--- src/rtl/alu_pkg.sv ---
// Shared ALU control encodings and a legality helper used by the arbiter top
// and the ALU datapath.
package alu_pkg;

    localparam logic [3:0] ALU_AND = 4'b0000;
    localparam logic [3:0] ALU_OR  = 4'b0001;
    localparam logic [3:0] ALU_ADD = 4'b0010;
    localparam logic [3:0] ALU_SUB = 4'b0110;
    localparam logic [3:0] ALU_SLT = 4'b0111;
    localparam logic [3:0] ALU_NOR = 4'b1100;

    function automatic logic is_legal_aluc(input logic [3:0] aluc);
        return (aluc == ALU_AND) || (aluc == ALU_OR)  || (aluc == ALU_ADD) ||
               (aluc == ALU_SUB) || (aluc == ALU_SLT) || (aluc == ALU_NOR);
    endfunction

endpackage

--- src/rtl/alu_core.sv ---
// Combinational 32-bit ALU; undefined control codes produce zero.
module alu_core
    import alu_pkg::*;
(
    input  logic [31:0] a,
    input  logic [31:0] b,
    input  logic [3:0]  aluc,
    output logic [31:0] result
);

    always_comb begin
        result = '0;
        case (aluc)
            ALU_ADD: result = a + b;
            ALU_SUB: result = a - b;
            ALU_AND: result = a & b;
            ALU_OR:  result = a | b;
            ALU_NOR: result = ~(a | b);
            ALU_SLT: result = {31'd0, (a < b)};
            default: result = '0;
        endcase
    end

endmodule

--- src/rtl/rr_arbiter.sv ---
// Combinational round-robin arbiter: first set request at or above ptr,
// wrapping upward; grant is suppressed when en is low.
module rr_arbiter #(
    parameter int N   = 4,
    parameter int IDW = $clog2(N)
) (
    input  logic [N-1:0]   req,
    input  logic [IDW-1:0] ptr,
    input  logic           en,
    output logic [N-1:0]   grant,
    output logic [IDW-1:0] grant_idx,
    output logic           any
);

    int j;

    // Walk the search order backwards so the last hit is the first in priority.
    always_comb begin
        grant_idx = '0;
        any       = 1'b0;
        j         = 0;
        for (int off = N - 1; off >= 0; off--) begin
            j = int'(ptr) + off;
            if (j >= N) j = j - N;
            if (req[j]) begin
                grant_idx = IDW'(j);
                any       = 1'b1;
            end
        end
        grant = '0;
        if (en && any) grant[grant_idx] = 1'b1;
    end

endmodule

--- src/rtl/alu_share_arbiter.sv ---
// One shared ALU behind a round-robin arbiter, with a single-entry result
// register that refills on the same edge it is consumed.
module alu_share_arbiter
    import alu_pkg::*;
#(
    parameter int N_REQ = 4,
    parameter int IDW   = $clog2(N_REQ)
) (
    input  logic                clk,
    input  logic                rst_n,
    input  logic [N_REQ-1:0]    req_valid,
    output logic [N_REQ-1:0]    req_ready,
    input  logic [N_REQ*32-1:0] req_a,
    input  logic [N_REQ*32-1:0] req_b,
    input  logic [N_REQ*4-1:0]  req_aluc,
    output logic                rsp_valid,
    input  logic                rsp_ready,
    output logic [IDW-1:0]      rsp_id,
    output logic [31:0]         rsp_result,
    output logic                rsp_zero,
    output logic                rsp_illegal
);

    logic           acc_en;
    logic           any;
    logic           handshake;
    logic [IDW-1:0] ptr;
    logic [IDW-1:0] grant_idx;
    logic [31:0]    sel_a;
    logic [31:0]    sel_b;
    logic [3:0]     sel_aluc;
    logic [31:0]    alu_result;

    assign acc_en    = !rsp_valid || rsp_ready;
    assign handshake = any && acc_en;

    rr_arbiter #(.N(N_REQ), .IDW(IDW)) u_arb (
        .req       (req_valid),
        .ptr       (ptr),
        .en        (acc_en),
        .grant     (req_ready),
        .grant_idx (grant_idx),
        .any       (any)
    );

    assign sel_a    = req_a[{grant_idx, 5'd0} +: 32];
    assign sel_b    = req_b[{grant_idx, 5'd0} +: 32];
    assign sel_aluc = req_aluc[{grant_idx, 2'd0} +: 4];

    alu_core u_alu (
        .a      (sel_a),
        .b      (sel_b),
        .aluc   (sel_aluc),
        .result (alu_result)
    );

    always_ff @(posedge clk or negedge rst_n) begin
        if (!rst_n) begin
            rsp_valid   <= 1'b0;
            rsp_result  <= '0;
            rsp_zero    <= 1'b0;
            rsp_id      <= '0;
            rsp_illegal <= 1'b0;
            ptr         <= '0;
        end else if (handshake) begin
            rsp_valid   <= 1'b1;
            rsp_result  <= alu_result;
            rsp_zero    <= (alu_result == '0);
            rsp_id      <= grant_idx;
            rsp_illegal <= !is_legal_aluc(sel_aluc);
            ptr         <= (grant_idx == IDW'(N_REQ - 1)) ? '0 : grant_idx + IDW'(1);
        end else if (rsp_ready) begin
            rsp_valid   <= 1'b0;
        end
    end

endmodule

--- config.mk ---
export PLATFORM = sky130hd
export DESIGN_NAME = alu_share_arbiter
export DESIGN_NICKNAME = d
export VERILOG_FILES = /design/src/rtl/alu_pkg.sv /design/src/rtl/alu_core.sv /design/src/rtl/rr_arbiter.sv /design/src/rtl/alu_share_arbiter.sv
export SDC_FILE = /design/constraint.sdc
export NUM_CORES = 1
export LEC_CHECK = 0
export ABC_AREA = 1
export BUFFER_PORTS_ARGS = -buffer_cell sky130_fd_sc_hd__buf_2
export CORE_MARGIN = 2
export CORE_UTILIZATION = 30
export CTS_CLUSTER_DIAMETER = 50
export DETAILED_ROUTE_END_ITERATION = 8
export MAX_ROUTING_LAYER = met4
export PLACE_DENSITY = 0.53
export SYNTH_ARGS = -nofsm -noshare
export SYNTH_HDL_FRONTEND = slang
export SYNTH_SLANG_ARGS = --single-unit
--- constraint.sdc ---
create_clock -name clk -period 14.07 [get_ports clk]
set_clock_uncertainty 0.05 [all_clocks]
set_input_delay 2.1105 -clock clk [delete_from_list [all_inputs] [get_ports clk]]
set_output_delay 2.1105 -clock clk [all_outputs]
set_load 0.01 [all_outputs]
Word-level counts from Yosys, hierarchy flattened

Index checks and enable logic that the tools add are counted.

Magnitude comparators: 11
Equal/unequal tests: 6
$add $sub $neg: 10
Bitwise logic cells: 3
Shift-type cells: 3
Multiplexer cells: 31
Reductions and logical operators: 13

Operator list:

| operator                | number |
|---|---|
| $shiftx A128 B8 Y32     | 2 |
| $pmux W32 S6            | 1 |
| $lt A32 B4 Y1 const B   | 4 |
| $mux W32                | 4 |
| $ge A32 B4 Y1 const B   | 3 |
| $sub A32 B4 Y32 const B | 3 |
| $add A32 B32 Y32        | 1 |
| $and A32 B32 Y32        | 1 |
| $logic_not A32 Y1       | 1 |
| $lt A32 B32 Y1          | 1 |
| $not A32 Y32            | 1 |
| $or A32 B32 Y32         | 1 |
| $sub A32 B32 Y32        | 1 |
| $shiftx A16 B5 Y4       | 1 |
| $mux W1                 | 15 |
| $mux W2                 | 5 |
| $bmux W1 S2             | 4 |
| $eq A4 B3 Y1 const B    | 2 |
| $add A2 B2 Y3 const B   | 2 |
| $logic_or A1 B1 Y1      | 6 |
| $eq A4 B1 Y1 const B    | 1 |
| $eq A4 B2 Y1 const B    | 1 |
| $eq A4 B4 Y1 const B    | 1 |
| $logic_not A4 Y1        | 1 |
| other kinds (12)        | 14 |

Logic and storage cells: 83
Register bits after elaboration: 39
Output and inout port bits: 41

Logic depth before layout (Yosys ltp)

Depth after elaboration: 18
Gate-level depth with buffers: 43
Gate-level depth less buffers: 37

Cells and area by module

Synthesis repeated with hierarchy kept, for this count alone.

Cell total of the unflattened synthesis: 1,894
Area total of the unflattened synthesis: 10,316.1 um^2

By module, submodules not included:

| module            | area each (um^2) | cells an instance | instances |
|---|---|---|---|
| alu_core          | 6,507.5          | 1,277             | 1 |
| alu_share_arbiter | 3,554.7          | 564               | 1 |
| rr_arbiter        | 254.0            | 53                | 1 |

Worst setup path after synthesis

Ideal clock, no wire load.

Path kind: input-to-reg
Start: input port req_valid[0]
End: register rsp_zero
Arrival time: 6.492 ns
Cell stages on the path: 37
Required time: 13.954 ns
Slack: 7.463 ns
Cell sequence: nand2_1 -> nand2_1 -> nand2_2 -> nand2_2 -> o21ai_2 -> nand2_4 -> nand2_2 -> buf_6 -> buf_6 -> inv_1 -> clkbuf_1 -> clkbuf_1 -> nor2_1 -> nor2_1 -> a32oi_1 -> inv_1 -> ha_1 -> fa_1 -> nand3_1 -> nand3_1 -> inv_1 -> nor2_1 -> nor2_1 -> o21ai_1 -> a21boi_0 -> o21ai_1 -> a21boi_0 -> o21ai_1 -> o21ai_0 -> a21oi_1 -> nor2_1 -> nand2_1 -> nor2_1 -> nand2_1 -> nor2_1 -> nand4_1 -> nand2_1

Longest elaborated chain between the ends: 12
Elaborated cells between the ends (all ways): 38

RTL lines:

| item                                                      | line                    | RTL |
|---|---|---|
| start: declaration                                        | alu_share_arbiter.sv:11 | `input logic [N_REQ-1:0] req_valid,` |
| branches (longest 12 deep; another with $sub A32 B32 Y32) | -                       |  |
| end signal: assignment                                    | alu_share_arbiter.sv:68 | `rsp_zero <= (alu_result == '0);` |
| end: declaration                                          | alu_share_arbiter.sv:20 | `output logic rsp_zero,` |

Several ways; the timed one is not identified. The select of a mux whose other input is x is not followed.
A chain may end at the register's enable or synchronous reset.

Final worst setup path

Same ends and word-level chain as after synthesis.

==> results.txt <==
TritonCTS clock tree: done
Fill cells: 3846
RePlAce Congestion: 0.924
worst hold slack: 0.426 ns
DIE AREA: 35100 um2
clock latency on the worst-skew pair: 0.29 ns
fin crit period: 8.52 ns
status: complete, no violations
critical path arrival: 8.69 ns
clk sinks: 39
IO Pins: 320
Mapped Nets: 2182
#FFs+latches synth: 39
Unique masters post-synth: 54
worst-path fanout max: 97
Mapped Cells: 1803
vias in the first global route: 11716
Slew Limit Fails: 0
dpl cells: 2483
maxcap violations: 0
CP Class: primary input to flop
Max Root-Sink Buffers: 2
Final Routed Wirelength: 42500 um
vias per inst: 4.99
Synth area leaders: nand2_1 (15%), ha_1 (12%), nor2_1 (10%)
final hold vios: 0
# nets final: 2421
commonest non-fill, non-tap cell in the layout: nand2_1
# hold bufs at CTS: 0
worst slew pin tran: 0.947 ns
final worst-path cycle share: 60.6%
WL per Instance: 17.1 um
H-Tree Depth: 2
Routed met2 length: 18700 um
Worst EP required: 14.24 ns
clk slew on worst S/H paths: 0.06 ns
commonest cells after routing, fill and taps aside: nand2_1 (394), buf_2 (319), nor2_1 (277), inv_1 (268), nand3_1 (145)
Cell Rows: 67
Core ar.: 33300 um2
endpoints failing setup: 0
Starting Density: 30.3%
Post CTS Setup Buffer Count: 0
Die Wd: 187 um
DRC: 0
FMAX: 117 MHz
Hold Path Class: flop to flop
DRT met1 WL: 20900 um
ANT nets after route: 0
post-synthesis sequential area ratio: 9.68%
# resized after CTS: 0
Synth Cell Area: 10100 um2
grt total ovfl: 0
area fraction of the dominant cell type after synthesis: 14.7%
GR Util All Layers: 24.2%
synthesis-to-finish area growth: 19.2%
initial antenna violation count: 2
most area-hungry cell type in the Yosys netlist: nand2_1
Final Non-Filler Cells: 2493
routed vias: 12428
DRT Pass-1 Iters: 5
Die H: 187 um
Final HPWL DP: 35900 um
CP most frequent cell: nand2_1
largest net degree at the start of global routing: 107
Setup crit end kind: flop
RSZ-0062 raised after global routing: false
Max Used Layer: met4
number of port buffers: 319
slew margin rel.: 36.9%
share of layout cells above drive strength 1: 23.2%
TritonCTS buffer count: 5
WL met3: 2370 um
slowest stage cell, crit path: nand2_4
final design utilization: 36.1%
Multi-input gate area: 7620 um2
Yosys Warn Count: 0
Fin Setup TNS: 0 ns
Register Area: 976 um2
number of DRC markers in iteration 0: 913
first-pass GRT wire length: 65500 um
crit-path max cell delay: 0.55 ns
Avg Inst Size Synth: 5.59 um2
CP startpoint kind: primary input
Root Buffer Master: clkbuf_16
[sequential cells by signal (all words and copies together) (netlist names)]
register / count
rsp_result: 32
rsp_zero: 1
rsp_illegal: 1
rsp_valid: 1
rsp_id: 2
ptr: 2
[worst paths after layout]
path	start	end	slack, ns	cells after the start
max	req_valid[0]	rsp_zero	5.55	31
max in group asynchronous	rst_n	rsp_result[24]	11.49	1
max reg2reg	ptr[0]	rsp_zero	6.81	31
min in group asynchronous	rst_n	rsp_result[4]	1.91	1
min	rsp_result[31]	rsp_result[31]	0.43	2
min reg2reg	rsp_result[31]	rsp_result[31]	0.43	2
[routing by layer]
layer | vias to the layer above | global-route usage [%]
li1 | 6290 | -
met3 | 27 | 1.52
met5 | - | -
met4 | 0 | 4.21
met2 | 439 | 37.7
met1 | 5672 | 34.6
[critical path, delay by kind of cell]
| family | cells | cell delay (ns) |
|---|---|---|
| AND/OR/NAND/NOR | 16 | 2.53 |
| AO/OA/AOI/OAI | 9 | 2.38 |
| buffers and inverters | 5 | 1.23 |
| adder cells (fa/ha/maj) | 1 | 0.38 |
[layout make-up]
class | count | share of cell area [%]
clock inverter | 3 | 0.364
tap | 448 | 4.67
sequential | 39 | 8.12
timing repair buffer | 325 | 13.7
clock buffer | 5 | 1.04
inverter | 277 | 8.71
antenna | 2 | 0.0417
multi-input combinational | 1394 | 63.4
[cell families after synthesis]
| kind of cell | Yosys count | share of synthesized area [%] |
|---|---|---|
| fa+ha+maj | 100 | 12.6 |
| simple gates | 976 | 42.5 |
| buf+inv | 370 | 14.8 |
| flops | 39 | 9.68 |
| compound gates | 310 | 19.7 |
| xor+xnor | 8 | 0.695 |
[through the flow]
step | setup WS [ns] | area (um2)
2_1_floorplan | 7.46 | 10100
3_3_place_gp | 5.55 | 11800
3_5_place_dp | 5.36 | 11800
4_1_cts | 5.64 | 12000
5_1_grt | 4.81 | 12000
6_report | 5.55 | 12000
[synthesized netlist by cell type, drive strengths merged]
cell / n
a211oi: 9
a21boi: 3
a21o: 2
a21oi: 94
a221oi: 5
a22o: 1
a311oi: 1
a31oi: 24
a32oi: 60
and2: 1
and3: 2
buf: 30
clkbuf: 63
clkinv: 1
dfrtp: 39
fa: 2
ha: 98
inv: 276
nand2: 421
nand3: 146
nand3b: 9
nand4: 8
nor2: 281
nor3: 13
o2111ai: 1
o211ai: 11
o21a: 7
o21ai: 74
o21bai: 4
o221a: 1
o221ai: 3
o22ai: 5
o311ai: 1
o31ai: 3
o41ai: 1
or2: 94
or3: 1
xnor2: 2
xor2: 6
Power is left out: the tool's default activity adds up to more than one toggle a clock period on the data nets, which glitch-free logic cannot reach.
